### src/rtl/pr_ctrl.sv
// pr_ctrl: sequences a partial-reconfiguration IP: start, stream len words, await status, report done/err.
// Define PR_CTRL_TIMEOUT_EN to add a no-progress watchdog (err_code 4 after TIMEOUT_CYC idle cycles).
module pr_ctrl #(
    parameter int LEN_W       = 20,
    parameter int TIMEOUT_CYC = 50_000_000
) (
    input  logic             clk,
    input  logic             rst,
    input  logic             req,
    input  logic [LEN_W-1:0] len,
    input  logic [15:0]      src_data,
    input  logic             src_valid,
    output logic             src_ready,
    output logic             pr_start,
    output logic [15:0]      pr_data,
    output logic             pr_data_valid,
    input  logic             pr_data_ready,
    input  logic [2:0]       pr_status,
    input  logic             pr_freeze,
    output logic             region_freeze,
    output logic             busy,
    output logic             done,
    output logic             err,
    output logic [2:0]       err_code
);
    typedef enum logic [2:0] {IDLE, START, STREAM, WAIT_DONE, DONE, ERROR} state_t;
    state_t state, state_n;
    logic [LEN_W-1:0] cnt;
    logic [2:0] code_n;
    logic act, ip_err, tmo, pass, xfer, err_set;

    assign act           = state == START || state == STREAM || state == WAIT_DONE;
    assign ip_err        = act && pr_status inside {3'd1, 3'd2, 3'd3};
    // An IP error or timeout in the same cycle blocks the handshake so no word is lost.
    assign pass          = state == STREAM && cnt != '0 && !ip_err && !tmo;
    assign xfer          = pass && src_valid && pr_data_ready;
    assign src_ready     = pass && pr_data_ready;
    assign pr_data_valid = pass && src_valid;
    assign pr_data       = src_data;
    assign pr_start      = state == START;
    assign busy          = act;

    always_comb begin
        state_n = state;
        code_n  = 3'd5;
        err_set = 1'b0;
        case (state)
            START:     state_n = pr_status == 3'b100 ? STREAM : START;
            STREAM:    state_n = xfer && cnt == LEN_W'(1) ? WAIT_DONE : STREAM;
            WAIT_DONE: state_n = pr_status == 3'b101 ? DONE : WAIT_DONE;
            default: begin
                state_n = req ? (len != '0 ? START : ERROR) : (state == DONE || state == ERROR) ? state : IDLE;
                err_set = req && len == '0;
            end
        endcase
        if (ip_err) begin
            state_n = ERROR;
            err_set = 1'b1;
            code_n  = pr_status;
        end else if (tmo) begin
            state_n = ERROR;
            err_set = 1'b1;
            code_n  = 3'd4;
        end
    end

    always_ff @(posedge clk) begin
        if (rst) begin
            state         <= IDLE;
            cnt           <= '0;
            done          <= 1'b0;
            err           <= 1'b0;
            err_code      <= 3'd0;
            region_freeze <= 1'b0;
        end else begin
            state         <= state_n;
            region_freeze <= pr_freeze | act;
            if (!act && req) begin
                cnt      <= len;
                done     <= 1'b0;
                err      <= 1'b0;
                err_code <= 3'd0;
            end else if (xfer) begin
                cnt <= cnt - LEN_W'(1);
            end
            if (err_set) begin
                err      <= 1'b1;
                err_code <= code_n;
                done     <= 1'b0;
            end
            if (state == WAIT_DONE && state_n == DONE) done <= 1'b1;
        end
    end

`ifdef PR_CTRL_TIMEOUT_EN
    localparam int WD_W = $clog2(TIMEOUT_CYC + 1);
    logic [WD_W-1:0] wd;
    logic [2:0] status_q;

    assign tmo = act && !ip_err && wd == WD_W'(TIMEOUT_CYC - 1);

    // Any sign of progress (state change, transfer, status change) restarts the count.
    always_ff @(posedge clk) begin
        if (rst) begin
            wd       <= '0;
            status_q <= 3'd0;
        end else begin
            status_q <= pr_status;
            wd       <= (!act || state_n != state || xfer || pr_status != status_q) ? '0
                      : wd == WD_W'(TIMEOUT_CYC) ? wd : wd + WD_W'(1);
        end
    end
`else
    assign tmo = 1'b0;
`endif
endmodule

### config.mk
export PLATFORM = sky130hd
export DESIGN_NAME = pr_ctrl
export DESIGN_NICKNAME = d
export VERILOG_FILES = /design/src/rtl/pr_ctrl.sv
export SDC_FILE = /design/constraint.sdc
export NUM_CORES = 1
export LEC_CHECK = 0
export ABC_AREA = 1
export BUFFER_PORTS_ARGS = -buffer_cell sky130_fd_sc_hd__buf_4
export CAP_MARGIN = 20
export CORE_MARGIN = 4
export CORE_UTILIZATION = 30
export DETAILED_ROUTE_END_ITERATION = 8
export HOLD_SLACK_MARGIN = 0.05
export SYNTH_ARGS = -nofsm -noshare
export SYNTH_HDL_FRONTEND = slang
export SYNTH_SLANG_ARGS = --single-unit
### constraint.sdc
create_clock -name clk -period 2.69 [get_ports clk]
set_input_delay 0.269 -clock clk [delete_from_list [all_inputs] [get_ports clk]]
set_output_delay 0.269 -clock clk [all_outputs]
set_load 0.05 [all_outputs]
=== Word level (Yosys, flattened, before mapping) ===
Cells that the tools add are included.

* Register bits: 29
* Input port bits: 45
* Output and inout bits: 26
* Word-level logic and storage cells: 62

* Add/subtract/negate cells: 1
* Equal/unequal tests: 12
* Muxes and demuxes: 19
* Bitwise gates (word level): 1
* Reductions and logical operators: 23

{| class="wikitable"
|+ Operators by type and width
! kind !! number
|-
| $mux W20 || 2
|-
| $reduce_bool A20 Y1 || 2
|-
| $mux W3 || 8
|-
| $eq A20 B1 Y1 const B || 1
|-
| $logic_not A20 Y1 || 1
|-
| $sub A20 B1 Y20 const B || 1
|-
| $eq A3 B3 Y1 const B || 5
|-
| $eq A3 B2 Y1 const B || 4
|-
| $logic_and A1 B1 Y1 || 10
|-
| $pmux W3 S3 || 1
|-
| $mux W1 || 7
|-
| $eq A3 B1 Y1 const B || 2
|-
| $reduce_bool A3 Y1 || 2
|-
| $reduce_bool A2 Y1 || 2
|-
| $logic_or A1 B1 Y1 || 3
|-
| $reduce_or A3 Y1 || 1
|-
| $logic_not A1 Y1 || 2
|-
| $mux W2 || 1
|-
| $or A1 B1 Y1 || 1
|}

=== Longest topological paths before layout ===
* Depth in word-level cells: 15
* Depth in mapped cells: 11
* Gate-level depth less buffers: 11

=== Worst setup path after synthesis ===
OpenSTA, ideal clock, no wires.

* Path kind: reg2out
* Start: register cnt[0]
* End: output port pr_data_valid
* Arrival time: 1688 ps
* Required time: 2421 ps
* Path slack: 733 ps
* Stages on the path, launching flop included: 8
* Buffers on the path: 0
* Cells stage by stage: dfxtp_1 -> inv_1 -> ha_1 -> nand2_4 -> nor2_8 -> nand3_4 -> nand2_1 -> nor2_1

* Longest elaborated chain between the ends: 4

{| class="wikitable"
|+ Ends and longest elaborated chain
! item !! line !! text
|-
| start, declared || 28 || <nowiki>logic [LEN_W-1:0] cnt;</nowiki>
|-
| start signal, assigned || 79 || <nowiki>cnt <= len;</nowiki>
|-
| start signal, assigned || 84 || <nowiki>cnt <= cnt - LEN_W'(1);</nowiki>
|-
| $reduce_bool A20 Y1 || 35 || <nowiki>assign pass = state == STREAM && cnt != '0 && !ip_err && !tmo;</nowiki>
|-
| $logic_and A1 B1 Y1 (2 in series) || 35 ||
|-
| $logic_and A1 B1 Y1 || 38 || <nowiki>assign pr_data_valid = pass && src_valid;</nowiki>
|-
| end, declared || 16 || <nowiki>output logic pr_data_valid,</nowiki>
|}

Every way passes these cells.

=== Final worst setup path ===
* Start: register cnt[0]
* End: output port src_ready

* Longest elaborated chain between the ends: 4

{| class="wikitable"
|+ Ends and longest elaborated chain
! item !! line !! text
|-
| $reduce_bool A20 Y1 || 35 ||
|-
| $logic_and A1 B1 Y1 (2 in series) || 35 ||
|-
| $logic_and A1 B1 Y1 || 37 || <nowiki>assign src_ready = pass && pr_data_ready;</nowiki>
|-
| end, declared || 13 || <nowiki>output logic src_ready,</nowiki>
|}

Every way passes these cells.

==> flow_metrics.py <==
metrics = {
    "critical_path": {
        "path_max_fanout": 6,
        "cpMostUsedCell": "inv_1",
        "cp.arrival_ps": 1810,
        "critical-path-max-stage-delay_ps": 340,
        "cp.buffers_inverters": 3,
        "crit_family": "simple AND/OR/NAND/NOR gates",
        "cp-end-kind": "output pin",
        "start_kind": "flop",
        "path_cells": "inv_1 > ha_1 > nand2_4 > nor2_8 > nand3_4 > nand3_1 > inv_1 > buf_4",
        "critPathRequiredTime_ps": 2420,
        "slowest_stage": "dfxtp_1",
        "critPathKind": "reg -> out",
    },
    "sta": {
        "fin_crit_sh_pct": 77.4,
        "fmax_mhz": 480,
        "slew_headroom_pct": 73.8,
        "drv_slew": 0,
        "clock_skew_ps": 6.64,
        "setup_viol": 0,
        "finalSetupTns_ps": 0,
        "fin_hold_ws_ps": 196,
        "setup_ws_ps": 608,
        "hold_viol": 0,
        "fin_crit_ps": 2080,
        "rsz0062_at_grt": "false",
        "worstMarginPinSlew_ps": 393,
    },
    "final_layout": {
        "finalInstanceArea_mm2": 0.00255,
        "fin_cells": 482,
        "final_util_pct": 35.2,
        "final_common_cell": "nand2_1",
        "final_cell_mix": "nand2_1 (115), nand3_1 (42), buf_4 (40)",
        "drive_gt1_share_pct": 16.7,
        "syn_to_final_growth_pct": 14.5,
        "layout.nets": 429,
        "antennaDiodeCount": 0,
    },
    "floorplanning": {
        "fp-row-count": 31,
        "start_util_pct": 30.7,
        "core_area_mm2": 0.00725,
        "die_w_um": 94.2,
        "pin_count": 71,
        "die_h_um": 94.2,
        "dieArea_mm2": 0.00887,
    },
    "clock_tree": {
        "root_buffer": "clkbuf_8",
        "cts_sinks": 29,
        "clk_path_buf_depth": 2,
        "postCtsSetupBuffers": 0,
        "path_clk_slew_ps": 70,
        "numCtsBuffers": 5,
        "cts_tree": "done",
        "cts-resized-gates": 0,
        "insertion_delay_ps": 280,
        "cts_max_level": 2,
        "postCtsHoldBufs": 0,
    },
    "pwr": {
        "power.internal_mw": 0.995,
        "clockPowerShare_pct": 23.6,
        "swShare_pct": 42.7,
        "power.switching_mw": 0.740,
        "leakage_nw": 1.22,
        "seqPwrFrac_pct": 30.6,
        "ir_drop_v": 0.000296,
        "comb_power_share_pct": 45.9,
        "powerDensity_mw_per_mm2": 680,
        "power_mw": 1.74,
    },
    "placed_design": {
        "place_congestion": 0.886,
        "place.detailed.instances": 474,
        "port_buffers": 38,
        "place_area_mm2": 0.00245,
        "dp_hpwl_mm": 4.33,
        "pre_cts_slack_ps": 682,
    },
    "logic_synthesis": {
        "synth-seq-cells": 29,
        "syn_area_per_cell_um2": 6.14,
        "synth_cell_types": 34,
        "syn_inst": 363,
        "synth_nets": 410,
        "seq_area_frac_synth_pct": 26.1,
        "ys_warn_count": 0,
        "syn_area_mm2": 0.00223,
    },
    "global_route": {
        "antenna_found_initial": 0,
        "grt_usage_pct": 14.3,
        "grt_pass1_wl_mm": 10.2,
        "gr-total-overflow": 0,
        "grt_max_degree": 39,
        "grt_pass1_vias": 2235,
    },
    "flow_run": {
        "maxCapViolations": 0,
    },
    "route": {
        "vias": 2288,
        "viasPerCell": 4.75,
        "drt.antenna.violating_nets": 0,
        "drt_iter0_drc": 163,
        "drt_wl_total_mm": 5.83,
        "dr.pass1.iters": 4,
        "drc_errors": 0,
        "post_drt_wl_per_cell_um": 12.1,
    },
    "hold_path": {
        "min_path_type": "in -> reg",
    },
    "status": {
        "status": "finished, final reports clean",
    },
}
## power by group through the flow
stage | sequential, mW | clock (mW) | combinational [mW]
floorplan | 0.538 | 0 | 0.676
global placement | 0.539 | 0 | 0.788
detailed placement | 0.539 | 0 | 0.791
CTS | 0.530 | 0.420 | 0.799
global route | 0.539 | 0.442 | 0.914
finish | 0.531 | 0.409 | 0.796
## logic make-up (layout without fill, tap and decap cells)
family | count (synthesis) | after routing | share of synthesized area, %
flip-flops | 29 | 29 | 26.1
XOR/XNOR | 7 | 7 | 2.75
AND/OR/NAND/NOR | 226 | 226 | 46.6
buffers and inverters | 63 | 83 | 14.9
AO/OA/AOI/OAI | 36 | 36 | 8.53
adder cells (fa/ha/maj) | 2 | 2 | 1.12
## final timing paths
path	start	endpoint	slack [ps]	cells after the start
max	cnt[0]	src_ready	610	8
min	pr_freeze	region_freeze	200	3
max reg2reg	cnt[0]	cnt[12]	670	9
min reg2reg	done	done	470	2
## worst register-to-register path: stages (launching register included)
cell     delay (ps)
dfxtp_1         380
inv_1           110
ha_1            310
nand2_4         160
nor2_8           60
nand3_4          90
nand4_4         300
nand2_4         340
nand2_1         100
a21oi_1         130
## registers in the layout, summed over array words and instances, names as in the netlist
register       flops
state              3
done               1
err_code           3
cnt               20
err                1
region_freeze      1
## synthesized netlist by cell type
cell type,count,area (um2)
nand2_1,115,432
nand3_1,42,210
nor2_1,38,143
inv_1,34,128
dfxtp_1,29,581
a21oi_1,23,115
buf_4,16,120
o21ai_0,8,40.0
buf_2,5,25.0
nor2_2,5,31.3
nor3_1,5,25.0
xnor2_1,5,43.8
buf_6,4,45.0
nand4_1,4,25.0
clkbuf_1,3,11.3
nand3b_1,3,22.5
nor4_1,3,18.8
ha_1,2,25.0
nand2_4,2,22.5
nor2_4,2,22.5
xor2_1,2,17.5
a211oi_1,1,7.51
a31oi_1,1,6.26
and3_1,1,6.26
inv_2,1,3.75
nand2_2,1,6.26
nand3_4,1,17.5
nand4_4,1,21.3
nor2_8,1,20.0
nor4b_1,1,8.76
o21a_1,1,7.51
o21ai_1,1,5.00
o21ai_2,1,8.76
or2_2,1,6.26
## routing by layer
metal | track usage, % | up-vias | wire, um | part of all wire, %
li1 | - | 1180 | - | -
met1 | 17.7 | 1050 | 2580 | 44
met2 | 25.0 | 54 | 2910 | 50
met3 | 2.72 | 4 | 289 | 5.0
met4 | 3.85 | 0 | 51 | 0.87
met5 | 0 | - | 0 | 0
## final cells by class
type / instances / area, um2
Fill cell: 836 / 4700
Multi-Input combinational cell: 271 / 1320
Sequential cell: 29 / 581
Timing Repair Buffer: 40 / 300
Inverter: 35 / 131
Tap cell: 99 / 124
Clock buffer: 7 / 96.3
Clock inverter: 1 / 5.00
(Power assumes the default switching activity.)
